--- src/rtl/ads122c04_ain_averager.sv ---
// ads122c04_ain_averager
//
// Boxcar averager for the four AIN result registers of the ADS122C04 I2C
// controller. A conversion is considered complete when the controller's
// channel-sequencer index (i_ain_sm) steps; the channel just left is the one
// whose result register now holds a fresh 24-bit code. Codes are
// sign-extended and 2^k consecutive samples per channel are summed. The
// per-channel average (sum >>> k, floor toward -inf) is published as a
// signed 32-bit value.
//
// Ports
//   i_clk, i_rst_n          100 MHz system clock, async active-low reset
//   i_ain_sm[1:0]           controller channel index (i2c_clk domain, synced)
//   i_AIN0..i_AIN3[31:0]    controller results, only [23:0] used (quasi-static)
//   i_avg_log2[2:0]         averaging exponent k, clamped to LOG2_MAX
//   i_clear                 level: flush partial sums, clear o_seq_err
//   o_avg0..o_avg3[31:0]    signed averaged results
//   o_valid, o_ch[1:0]      one-cycle strobe + channel of the updated result
//   o_seq_err               sticky out-of-order channel step flag
//   o_sample_cnt[15:0]      accepted-sample counter, wraps
//   o_stall                 watchdog flag
//
// Result strobe: o_valid is a single-cycle pulse with no back-pressure; on
// the cycle it is high, o_ch names the channel and o_avg<o_ch> already holds
// the new value. There is no ready; a consumer must sample it that cycle.
//
// Optional build macro AIN_STALL_DET_EN enables the no-conversion watchdog
// (STALL_CYCLES i_clk cycles without any channel step raises o_stall).
// Without it o_stall is constant 0.
module ads122c04_ain_averager #(
  parameter int          LOG2_MAX     = 4,
  parameter logic [31:0] STALL_CYCLES = 32'd5_000_000
) (
  input  logic        i_clk,
  input  logic        i_rst_n,
  input  logic [1:0]  i_ain_sm,
  input  logic [31:0] i_AIN0,
  input  logic [31:0] i_AIN1,
  input  logic [31:0] i_AIN2,
  input  logic [31:0] i_AIN3,
  input  logic [2:0]  i_avg_log2,
  input  logic        i_clear,
  output logic [31:0] o_avg0,
  output logic [31:0] o_avg1,
  output logic [31:0] o_avg2,
  output logic [31:0] o_avg3,
  output logic        o_valid,
  output logic [1:0]  o_ch,
  output logic        o_seq_err,
  output logic [15:0] o_sample_cnt,
  output logic        o_stall
);

  localparam int         AW    = 24 + LOG2_MAX;
  localparam int         CW    = LOG2_MAX + 1;
  localparam logic [2:0] K_MAX = 3'(LOG2_MAX);

  logic [1:0]           sm_s1, sm_s2, sm_prev;
  logic [2:0]           k_in, k_q;
  logic                 evt, legal, k_chg, hit;
  logic [23:0]          code;
  logic signed [AW-1:0] x, acc_total;
  logic signed [AW-1:0] acc [4];
  logic [CW-1:0]        cnt [4];
  logic [CW-1:0]        cnt_next, target;

  // Second stage: a completed window waiting to be scaled and published.
  logic                 res_go;
  logic [1:0]           res_ch;
  logic [2:0]           res_k;
  logic signed [AW-1:0] res_acc, res_shift;
  logic [31:0]          res_ext;

  always_comb begin
    k_in  = (i_avg_log2 > K_MAX) ? K_MAX : i_avg_log2;
    k_chg = (k_in != k_q);
    evt   = (sm_s2 != sm_prev);
    legal = (sm_s2 == (sm_prev + 2'd1));

    // The completed channel is the one the sequencer has just left.
    code = i_AIN0[23:0];
    case (sm_prev)
      2'd1:    code = i_AIN1[23:0];
      2'd2:    code = i_AIN2[23:0];
      2'd3:    code = i_AIN3[23:0];
      default: code = i_AIN0[23:0];
    endcase

    x         = {{(AW-24){code[23]}}, code};
    acc_total = acc[sm_prev] + x;
    cnt_next  = cnt[sm_prev] + CW'(1);
    target    = CW'(1) << k_q;
    hit       = (cnt_next == target);

    // Arithmetic shift of a signed sum floors toward -inf.
    res_shift = res_acc >>> res_k;
    res_ext   = {{(32-AW){res_shift[AW-1]}}, res_shift};
  end

  always_ff @(posedge i_clk or negedge i_rst_n) begin
    if (!i_rst_n) begin
      sm_s1        <= '0;
      sm_s2        <= '0;
      sm_prev      <= '0;
      k_q          <= '0;
      for (int i = 0; i < 4; i++) begin
        acc[i] <= '0;
        cnt[i] <= '0;
      end
      res_go       <= 1'b0;
      res_ch       <= '0;
      res_k        <= '0;
      res_acc      <= '0;
      o_avg0       <= '0;
      o_avg1       <= '0;
      o_avg2       <= '0;
      o_avg3       <= '0;
      o_valid      <= 1'b0;
      o_ch         <= '0;
      o_seq_err    <= 1'b0;
      o_sample_cnt <= '0;
    end else begin
      sm_s1   <= i_ain_sm;
      sm_s2   <= sm_s1;
      sm_prev <= sm_s2;
      k_q     <= k_in;
      res_go  <= 1'b0;

      // A clear or an exponent change discards any event seen this cycle so
      // that no window ever mixes samples taken under different k.
      if (i_clear || k_chg) begin
        for (int i = 0; i < 4; i++) begin
          acc[i] <= '0;
          cnt[i] <= '0;
        end
        if (i_clear) o_seq_err <= 1'b0;
      end else if (evt) begin
        if (legal) begin
          o_sample_cnt <= o_sample_cnt + 16'd1;
          if (hit) begin
            acc[sm_prev] <= '0;
            cnt[sm_prev] <= '0;
            res_go       <= 1'b1;
            res_ch       <= sm_prev;
            res_k        <= k_q;
            res_acc      <= acc_total;
          end else begin
            acc[sm_prev] <= acc_total;
            cnt[sm_prev] <= cnt_next;
          end
        end else begin
          o_seq_err <= 1'b1;
        end
      end

      o_valid <= res_go;
      if (res_go) begin
        o_ch <= res_ch;
        case (res_ch)
          2'd1:    o_avg1 <= res_ext;
          2'd2:    o_avg2 <= res_ext;
          2'd3:    o_avg3 <= res_ext;
          default: o_avg0 <= res_ext;
        endcase
      end
    end
  end

  logic unused_ain_hi;
  assign unused_ain_hi = ^{i_AIN0[31:24], i_AIN1[31:24], i_AIN2[31:24], i_AIN3[31:24]};

`ifdef AIN_STALL_DET_EN
  logic [31:0] stall_cnt;

  // Any channel step, legal or not, proves the controller is alive.
  always_ff @(posedge i_clk or negedge i_rst_n) begin
    if (!i_rst_n) begin
      stall_cnt <= '0;
      o_stall   <= 1'b0;
    end else begin
      if (evt || i_clear) stall_cnt <= '0;
      else if (stall_cnt != STALL_CYCLES) stall_cnt <= stall_cnt + 32'd1;

      if (evt) o_stall <= 1'b0;
      else if (stall_cnt == STALL_CYCLES) o_stall <= 1'b1;
    end
  end
`else
  logic unused_stall_cfg;
  assign unused_stall_cfg = ^STALL_CYCLES;
  assign o_stall = 1'b0;
`endif

endmodule

--- config.mk ---
export PLATFORM = sky130hd
export DESIGN_NAME = ads122c04_ain_averager
export DESIGN_NICKNAME = d
export VERILOG_FILES = /design/src/rtl/ads122c04_ain_averager.sv
export SDC_FILE = /design/constraint.sdc
export NUM_CORES = 1
export LEC_CHECK = 0
export BUFFER_PORTS_ARGS = -buffer_cell sky130_fd_sc_hd__buf_4
export CAP_MARGIN = 20
export CORE_ASPECT_RATIO = 1.25
export CORE_MARGIN = 3
export CORE_UTILIZATION = 50
export CTS_CLUSTER_DIAMETER = 120
export DETAILED_ROUTE_END_ITERATION = 10
export PLACE_DENSITY = 0.83
export SKIP_CTS_REPAIR_TIMING = 1
export SLEW_MARGIN = 5
export SYNTH_ARGS = -nofsm -noshare
export SYNTH_HDL_FRONTEND = slang
export SYNTH_SLANG_ARGS = --single-unit
--- constraint.sdc ---
create_clock -name i_clk -period 5.75 [get_ports i_clk]
set_input_delay 0.2875 -clock i_clk [delete_from_list [all_inputs] [get_ports i_clk]]
set_output_delay 0.2875 -clock i_clk [all_outputs]
set_load 0.03 [all_outputs]
* Word-level counts from Yosys, hierarchy flattened
Cells that the tools add are included.
** Word-level totals
- Output and inout port bits :: 149
- Bits of input ports :: 136
- Flip-flop bits (word level) :: 307
** Cells by class
- Equality and inequality tests :: 12
- Add/sub/neg operators :: 4
- Multiplexer cells :: 30
- Bitwise operators :: 7
- Reductions and logical operators :: 13
- $lt $le $gt $ge :: 3
- Shifts and indexed selects :: 2
** Operator list (number)
- 112-bit 2-to-1 mux :: 4
- 112-bit AND :: 1
- 112-bit bitwise mux :: 1
- 112-bit inverter :: 1
- 28-bit 2-to-1 mux :: 3
- 20-bit 2-to-1 mux :: 4
- 24-bit one-hot mux with 3 select lines :: 1
- 28-bit binary-select mux with 2-bit select :: 1
- 28-bit demux with 2-bit select :: 1
- 28-bit by 24-bit adder with 28-bit output :: 1
- 28-bit by 3-bit >>> shifter with 28-bit output :: 1
- 20-bit AND :: 1
- 20-bit bitwise mux :: 1
- 20-bit inverter :: 1
- 16-bit by 1-bit adder with 16-bit output (second input constant) :: 1
- 5-bit 2-to-1 mux :: 3
- 5-bit binary-select mux with 2-bit select :: 1
- 5-bit demux with 2-bit select :: 1
- 2-bit AND reduction :: 5
- 2-bit equality test (second input constant) :: 4
- 1-bit 2-to-1 mux :: 8
- 3-bit AND reduction :: 2
- 5-bit by 1-bit adder with 5-bit output (second input constant) :: 1
- 5-bit equality test :: 1
- 19 further kinds :: 22

* Depth between registers and ports, before layout
Gate-level depths: netlist (run 1).
- Depth in word-level cells :: 11
- Mapped depth :: 20
- Depth with buffers taken out :: 15

* Worst setup path before layout (run 1)
Ideal clock, no wire load.
- Kind :: flip-flop to flip-flop
- Start point :: register sm_prev[0]
- End point :: register res_acc[22]
- Stages on the path, launching flop included :: 21
- Data arrival time :: 4.808 ns
- Data required time :: 5.625 ns
- Path buffers :: 5
- Library setup time :: 0.125 ns
- Setup slack :: 0.817 ns
- Cells stage by stage :: dfrtp_1 -> buf_6 -> buf_1 -> buf_1 -> inv_1 -> ha_1 -> clkbuf_1 -> clkbuf_1 -> a222oi_1 -> mux2i_1 -> ha_1 -> inv_1 -> fa_1 -> nor2b_1 -> o31a_1 -> o31ai_1 -> nand4_1 -> a41oi_1 -> o21ai_0 -> xnor2_1 -> mux2_4
** Between the ends
- Longest elaborated chain between the ends :: 7
- Elaborated cells on any way between the ends :: 18
- Those cells by class :: 3 x add/sub; 6 x eq/ne; 7 x mux; 1 x bitwise; 1 x reduce/logical
** RTL lines
- start, declared :: RTL line 58 : logic [1:0] sm_s1, sm_s2, sm_prev;
- start signal, assigned :: RTL line 125 : sm_prev <= sm_s2;
- 2-bit inverter with 3-bit output (not written as such) :: RTL line 90, 91
- 5-bit binary-select mux with 2-bit select :: RTL line 91 : cnt_next = cnt[sm_prev] + CW'(1);
- 5-bit 2-to-1 mux (not written as such) (2 in a row) :: RTL line 91
- 5-bit by 1-bit adder with 5-bit output :: RTL line 91
- 5-bit equality test :: RTL line 93 : hit = (cnt_next == target);
- 4-bit AND reduction (no line)
- end signal, assigned :: RTL line 146 : res_acc <= acc_total;
- end, declared :: RTL line 71 : logic signed [AW-1:0] res_acc, res_shift;
Parallel ways exist; a longest one is shown, timed or not. The select of a mux whose other input is x is not followed.
A chain may end at the register's enable or synchronous reset.

* Final worst setup path (run 1)
- Start point :: register sm_prev[0]
- End point :: register acc[78] (netlist name)
** Between the ends
- Longest elaborated chain between the ends :: 11
- Elaborated cells on any way between the ends :: 32
- Those cells by class :: 3 x add/sub; 2 x order compare; 6 x eq/ne; 14 x mux; 3 x bitwise; 4 x reduce/logical
** RTL lines
- parallel branches: the longest is 11 deep, another holds 28-bit by 24-bit adder with 28-bit output
- end signal, assigned by index :: RTL line 148 : acc[sm_prev] <= acc_total;
- end, declared :: RTL line 63 : logic signed [AW-1:0] acc [4];
Several ways; the timed one is not identified. The select of a mux whose other input is x is not followed.

==> results_tabular.tex, run 1 <==
\begin{tabular}{lr}
\hline
Metric & Value \\
\hline
\multicolumn{2}{l}{\textbf{Outcome}} \\
Status & finished clean \\
\multicolumn{2}{l}{\textbf{Synth}} \\
Async set or reset register ratio after synthesis & 1.000 \\
Largest cells by area after synthesis & dfrtp\_1 (50\%), mux2i\_1 (6.4\%), a22o\_1 (6.4\%) \\
Mean post-synth cell area & 11.33 um2 \\
Flip-flop and latch count after synthesis & 307 \\
Multiplexer share of the synthesized area & 0.1458 \\
Unique masters post-synth & 63 \\
Leading cell type by number of instances after synthesis & dfrtp\_1 \\
Sequential-to-total area share from yosys stat & 0.5036 \\
Cell accounting for the most synthesized area & dfrtp\_1 \\
Simple logic cell fraction of the synthesized area & 0.07882 \\
Number of flops mapped to enable cells by yosys & 0 \\
Post-synthesis instance total & 1346 \\
Adder-cell area share of the yosys netlist & 0.02838 \\
Dominant register cell in the synthesized netlist & dfrtp\_1 \\
Post-synth top area share & 0.5036 \\
List of most frequent post-synthesis cells & dfrtp\_1 (307), nand2\_1 (131), o21ai\_0 (120) \\
Netlist area before placement & 15250 um2 \\
Complex-gate fraction of the synthesized area & 0.1624 \\
Synth Net Count & 1516 \\
Ys Warns & 0 \\
Main combinational cell family by area after synthesis & compound AO/OA/AOI/OAI gates \\
Xor and xnor fraction of the mapped netlist area & 0.02863 \\
\multicolumn{2}{l}{\textbf{Timing}} \\
Setup TNS & 0 ps \\
Final setup violation count & 0 \\
Unrepaired setup endpoints after global routing & false \\
Slew Viols, Final & 0 \\
Shortest clock period the worst path allows after layout & 4814 ps \\
Worst-Margin Slew & 1069 ps \\
Worst setup skew after layout & 15.97 ps \\
Setup WS post-layout & 936.3 ps \\
Worst-case headroom to the max-slew limit & 0.2873 \\
Number of endpoints with negative hold slack in the final report & 0 \\
Period Utilization, post-route & 0.8372 \\
Highest clock rate & 207.7 MHz \\
\multicolumn{2}{l}{\textbf{Layout}} \\
Count of antenna diodes in the layout & 0 \\
Area added between synthesis and finish & 20.04\% \\
Final Instance Area & 18310 um2 \\
Share of layout cells above drive strength 1 & 0.2623 \\
Number of fill cells & 2278 \\
Fraction of the core area covered by cells at the end of the flow & 0.6167 \\
Post-layout net count & 1711 \\
\multicolumn{2}{l}{\textbf{Global routing}} \\
Antenna violations before repair & 1 \\
First-pass GRT wire length & 62510 um \\
Maximum number of pins on one net before global-route repair & 190 \\
Global-route congestion overflow total & 0 \\
Vias in the first global route & 11670 \\
Overall fraction of global-route tracks in use & 0.2335 \\
\multicolumn{2}{l}{\textbf{Route}} \\
Final ANT Viol Nets & 0 \\
Vias & 11630 \\
Overall routed net length & 38760 um \\
DR DRC count & 0 \\
Starting DRT DRC Count & 1102 \\
Vias per inst & 5.938 \\
Detailed-router iteration count before antenna repair & 6 \\
Routed WL per cell & 19.79 um \\
\multicolumn{2}{l}{\textbf{Worst setup path}} \\
Chain of cells forming the critical path & buf\_4 > ha\_1 > a222oi\_1 > mux2i\_1 > ha\_1 > nor2b\_1 > o31a\_1 > o31ai\_1 > nand4\_1 > a41oi\_1 > o21ai\_0 > xnor2\_1 > a22o\_1 \\
Crit-path max FO & 25 \\
Worst-case reg-to-reg path depth & 13 \\
Data arrival time at the worst-slack endpoint & 5290 ps \\
Number of cells on the critical path & 13 \\
Worst setup path class & flip-flop to flip-flop \\
R2r setup slk & 940 ps \\
Worst Setup Start Kind & flip-flop \\
Critical path's largest stage delay & 820 ps \\
RR Endpoint & acc[78]\$\_DFFE\_PN0P\_ \\
Capture point of the worst path & acc[78]\$\_DFFE\_PN0P\_ \\
Worst setup startpoint & sm\_prev[0]\$\_DFF\_PN0\_ \\
Most numerous cell on the critical path & ha\_1 \\
Required time reported for the critical path endpoint & 6230 ps \\
Worst setup EP type & flip-flop \\
Cell family contributing the most delay on the critical path & compound AO/OA/AOI/OAI gates \\
Slowest library cell on the worst path & ha\_1 \\
Worst Path Buf+Inv & 1 \\
Worst reg2reg path startpoint & sm\_prev[0]\$\_DFF\_PN0\_ \\
\multicolumn{2}{l}{\textbf{Power and ir drop}} \\
Leak Pwr & 8.874 nW \\
Power per standard cell area & 284.2 nW/um2 \\
Peak VDD IR & 0.0002290 V \\
\multicolumn{2}{l}{\textbf{CTS}} \\
Worst-case clock buffer depth & 3 \\
Clk slew on worst S/H paths & 60 ps \\
Number of buffers created by CTS & 30 \\
Insertion delay to the later sink of the worst-skew pair & 560 ps \\
Clock sink count & 307 \\
Level count of the clock H-tree & 1 \\
TritonCTS clock tree & done \\
Root buffer cell & clkbuf\_16 \\
\multicolumn{2}{l}{\textbf{Floorplan}} \\
Initial cell density of the core & 0.5138 \\
Core area & 29690 um2 \\
DIE HEIGHT & 201.3 um \\
X dimension of the die & 162.2 um \\
Io pins & 285 \\
Cell Rows & 70 \\
Die Area & 32650 um2 \\
\multicolumn{2}{l}{\textbf{Placed design}} \\
Routability cong. & 0.9518 \\
Half-perimeter wire length of the detailed placement result & 27290 um \\
Pre-CTS worst setup slack & 1066 ps \\
Number of input and output port buffers inserted & 251 \\
Instance area at placement & 17180 um2 \\
\multicolumn{2}{l}{\textbf{Run}} \\
\# Max-Cap Violations & 0 \\
\multicolumn{2}{l}{\textbf{Hold path}} \\
Hold/Removal Path Class & input pin to flip-flop \\
\hline
\end{tabular}
==> registers in the layout, indices dropped and copies added (netlist names), 16 cells and up <==
| register | cells |
|---|---|
| acc | 112 |
| cnt | 20 |
| o_avg2 | 28 |
| o_sample_cnt | 16 |
| o_avg0 | 28 |
| o_avg1 | 28 |
| o_avg3 | 28 |
| res_acc | 28 |
==> worst register-to-register path: stages (launching register included) <==
cell and delay, ps:
dfrtp_2 370, buf_4 370, ha_1 830, a222oi_1 160, mux2i_1 190, ha_1 300
nor2b_1 170, o31a_1 310, o31ai_1 520, nand4_1 260, a41oi_1 390, o21ai_0 150
xnor2_1 460, a22o_1 280
==> power breakdown <==
| part | total, mW | internal, mW | leakage, nW | switching (mW) |
|---|---|---|---|---|
| Clock | 2.09 | 1.25 | 0.525 | 0.833 |
| Sequential | 2.33 | 2.25 | 4.23 | 0.0790 |
| Combinational | 0.790 | 0.302 | 4.12 | 0.488 |
| Total | 5.20 | 3.80 | 8.87 | 1.40 |
==> metal layers <==
| layer | wire length, um | vias up | track usage |
|---|---|---|---|
| met5 | 13 | - | 0 |
| met4 | 786 | 2 | 0.06248 |
| met3 | 2919 | 71 | 0.03624 |
| met2 | 19320 | 541 | 0.3990 |
| met1 | 15720 | 5751 | 0.3115 |
| li1 | - | 5268 | - |
==> kinds of logic after synthesis <==
family / after synthesis
flops: 307
xor+xnor: 46
other cells: 1
fa+ha+maj: 34
mux: 170
buf+inv: 157
compound gates: 362
simple gates: 269
==> cell type report <==
type                       count  area, um2  area share
clock inverter                16      211.5     0.01155
timing repair buffer         278       2135      0.1166
sequential                   307       7684      0.4196
clock buffer                  38      842.1     0.04599
tap                          396      495.5     0.02706
multi-input combinational    882       6787      0.3706
inverter                      42      157.7    0.008609
==> cells in the final DEF (no fill, tap or decap), drive strengths merged, types with 33 or more instances in the layout <==
cell type	synthesis	final
o21ai	122	122
buf	52	272
mux2	37	37
nor2	55	55
mux2i	98	98
mux4	35	35
a21oi	61	61
inv	42	43
a22o	113	113
dfrtp	307	307
clkbuf	63	38
nand2	132	132
ha	33	33
==> worst min-delay path by stage <==
| stage | end | cells past startpoint | slack (ps) | startpoint |
|---|---|---|---|---|
| floorplan | acc[0]$_DFFE_PN0P_ | 0 | -8 | i_rst_n |
| global placement | sm_s2[0]$_DFF_PN0_ | 0 | 340 | sm_s1[0]$_DFF_PN0_ |
| detailed placement | sm_s2[1]$_DFF_PN0_ | 0 | 340 | sm_s1[1]$_DFF_PN0_ |
| CTS | sm_s1[1]$_DFF_PN0_ | 1 | -190 | i_rst_n |
| global route | k_q[0]$_DFF_PN0_ | 2 | 2 | i_avg_log2[0] |
| finish | k_q[0]$_DFF_PN0_ | 2 | 20 | i_avg_log2[0] |
==> stage by stage <==
step	hold WS, ps	power, mW	instances
after floorplan	-8.091	2.821	1346
after global placement	337.0	3.124	1898
after detailed placement	338.7	3.151	1898
after CTS	-187.0	5.235	1952
after global routing	2.433	5.402	1959
final	19.29	5.203	1959
No activity file was read; power rests on OpenSTA's default activity.
==> inputs of run 2 (changes only) <==
clock period = 5 ns   (was 5.75 ns; I/O delays follow)
==> run 2 against run 1 <==
Clock skew up 2.6 ps. Setup slack worse by 160 ps. Die area unchanged. Register-to-register slack worse by 160 ps. Sequential power up 15%. Cell count up 0.56%. Core utilization up 0.063 points. Maximum frequency up 14%. Critical endpoint unchanged. Highest routed layer is now met4.
==> results_tabular.tex, run 2 (synthesized netlist as in run 1, its figures left out) <==
\begin{tabular}{lr}
\hline
Metric & Value \\
\hline
\multicolumn{2}{l}{\textbf{Layout}} \\
Post-layout net count & 1721 \\
Largest register FFs & 112 \\
Most common cell after layout, fill and taps aside & dfrtp\_1 \\
Share of layout cells above drive strength 1 & 0.2662 \\
Area added between synthesis and finish & 20.16\% \\
Number of fill cells & 2292 \\
Biggest register & acc \\
Commonest cells after routing, fill and taps aside & dfrtp\_1 (306), buf\_4 (279), nand2\_1 (131) \\
Count of antenna diodes in the layout & 0 \\
\multicolumn{2}{l}{\textbf{Timing}} \\
Worst-case headroom to the max-slew limit & 0.3072 \\
Setup TNS & 0 ps \\
Worst-Margin Slew & 1039 ps \\
Unrepaired setup endpoints after global routing & false \\
Shortest clock period the worst path allows after layout & 4220 ps \\
Period Utilization, post-route & 0.8439 \\
Highest clock rate & 237.0 MHz \\
Worst setup skew after layout & 18.58 ps \\
Final setup violation count & 0 \\
Slew Viols, Final & 0 \\
Number of endpoints with negative hold slack in the final report & 0 \\
\multicolumn{2}{l}{\textbf{Outcome}} \\
Status & finished clean \\
\multicolumn{2}{l}{\textbf{CTS}} \\
Clock sink count & 307 \\
Worst-case clock buffer depth & 3 \\
Insertion delay to the later sink of the worst-skew pair & 550 ps \\
TritonCTS clock tree & done \\
Level count of the clock H-tree & 1 \\
Clk slew on worst S/H paths & 60 ps \\
Root buffer cell & clkbuf\_16 \\
Number of buffers created by CTS & 29 \\
\multicolumn{2}{l}{\textbf{Floorplan}} \\
Cell Rows & 70 \\
Io pins & 285 \\
Die Area & 32650 um2 \\
Initial cell density of the core & 0.5138 \\
Core area & 29690 um2 \\
DIE HEIGHT & 201.3 um \\
X dimension of the die & 162.2 um \\
\multicolumn{2}{l}{\textbf{Power and ir drop}} \\
Peak VDD IR & 0.0002173 V \\
Leak Pwr & 8.892 nW \\
Overall Power & 5.880 mW \\
Power per standard cell area & 320.8 nW/um2 \\
\multicolumn{2}{l}{\textbf{Route}} \\
DR DRC count & 0 \\
Starting DRT DRC Count & 1056 \\
Vias & 11570 \\
Routed WL per cell & 19.47 um \\
Vias per inst & 5.873 \\
Overall routed net length & 38360 um \\
Final ANT Viol Nets & 0 \\
Detailed-router iteration count before antenna repair & 6 \\
\multicolumn{2}{l}{\textbf{Global routing}} \\
Maximum number of pins on one net before global-route repair & 186 \\
Vias in the first global route & 11690 \\
First-pass GRT wire length & 61660 um \\
Global-route congestion overflow total & 0 \\
Antenna violations before repair & 0 \\
Overall fraction of global-route tracks in use & 0.2309 \\
\multicolumn{2}{l}{\textbf{Worst setup path}} \\
Worst setup EP type & flip-flop \\
Worst setup startpoint & sm\_prev[1]\$\_DFF\_PN0\_ \\
Worst Setup Start Kind & flip-flop \\
Worst reg2reg path startpoint & sm\_prev[1]\$\_DFF\_PN0\_ \\
R2r setup slk & 780 ps \\
RR Endpoint & acc[78]\$\_DFFE\_PN0P\_ \\
Crit-path max FO & 21 \\
Required time reported for the critical path endpoint & 5480 ps \\
Worst setup path class & flip-flop to flip-flop \\
Worst-case reg-to-reg path depth & 13 \\
Data arrival time at the worst-slack endpoint & 4700 ps \\
Capture point of the worst path & acc[78]\$\_DFFE\_PN0P\_ \\
\multicolumn{2}{l}{\textbf{Placed design}} \\
Number of input and output port buffers inserted & 251 \\
Half-perimeter wire length of the detailed placement result & 27060 um \\
Routability cong. & 0.9482 \\
\multicolumn{2}{l}{\textbf{Run}} \\
\# Max-Cap Violations & 0 \\
\multicolumn{2}{l}{\textbf{Hold path}} \\
Hold/Removal Path Class & input pin to asynchronous set/reset pin \\
\hline
\end{tabular}
==> run 2: changes by cell type in the layout (fill, tap and decap cells not counted), sizes merged <==
cell,delta
buf,+9
bufinv,-1
inv,+1
clkinvlp,+1
dlygate4sd3,+1
clkbuf,+1
clkinv,-1
==> run 2: stage by stage <==
step	util	setup WS [ps]	hold slack (ps)	instances	area (um2)
2_1_floorplan	-	66.99	-45.59	1346	15250
3_3_place_gp	0.5811	858.0	241.5	1908	17250
3_5_place_dp	0.5811	662.0	247.7	1908	17250
4_1_cts	0.6148	650.6	-335.3	1962	18260
5_1_grt	0.6174	497.2	279.1	1970	18330
6_report	0.6174	780.4	227.4	1970	18330
==> run 2: routing by layer <==
metal,share of wire,GRT usage,up-vias
met1,0.40,0.3037,5742
met3,0.078,0.03460,58
li1,-,-,5291
met2,0.50,0.4028,479
met4,0.020,0.05608,0
met5,0,0,-
==> run 2: layout make-up <==
| cell class | instances | area, um2 | area share |
|---|---|---|---|
| multi-input combinational | 882 | 6787 | 0.3702 |
| inverter | 42 | 157.7 | 0.008601 |
| clock inverter | 16 | 192.7 | 0.01051 |
| timing repair buffer | 289 | 2205 | 0.1203 |
| sequential | 307 | 7684 | 0.4192 |
| tap | 396 | 495.5 | 0.02703 |
| clock buffer | 38 | 809.5 | 0.04416 |
==> run 2: power by group <==
part | leakage, nW | switching, mW | internal (mW) | total (mW)
logic | 4.17 | 0.562 | 0.351 | 0.913
clock network | 0.495 | 0.947 | 1.35 | 2.30
registers | 4.23 | 0.0886 | 2.58 | 2.67
total | 8.89 | 1.60 | 4.28 | 5.88
==> run 2: critical path, stage by stage (launching register included) <==
cell and delay (ps):
dfrtp_1 410, inv_1 130, ha_1 310, buf_4 380, mux2i_1 290, ha_1 320, nor2b_1 180, o31a_1 300
o31ai_1 460, nand4_1 250, a41oi_1 340, o21ai_0 140, xnor2_1 400, a22o_1 220
==> run 2: worst min path at each step <==
| stage | to | start | slack [ps] | cells past startpoint |
|---|---|---|---|---|
| global placement | sm_s1[1]$_DFF_PN0_ | i_rst_n | 240 | 1 |
| CTS | sm_s1[1]$_DFF_PN0_ | i_rst_n | -340 | 1 |
| global route | sm_s1[1]$_DFF_PN0_ | i_rst_n | 280 | 2 |
| detailed placement | sm_s1[1]$_DFF_PN0_ | i_rst_n | 250 | 1 |
| finish | sm_s1[1]$_DFF_PN0_ | i_rst_n | 230 | 2 |
| floorplan | acc[0]$_DFFE_PN0P_ | i_rst_n | -50 | 0 |
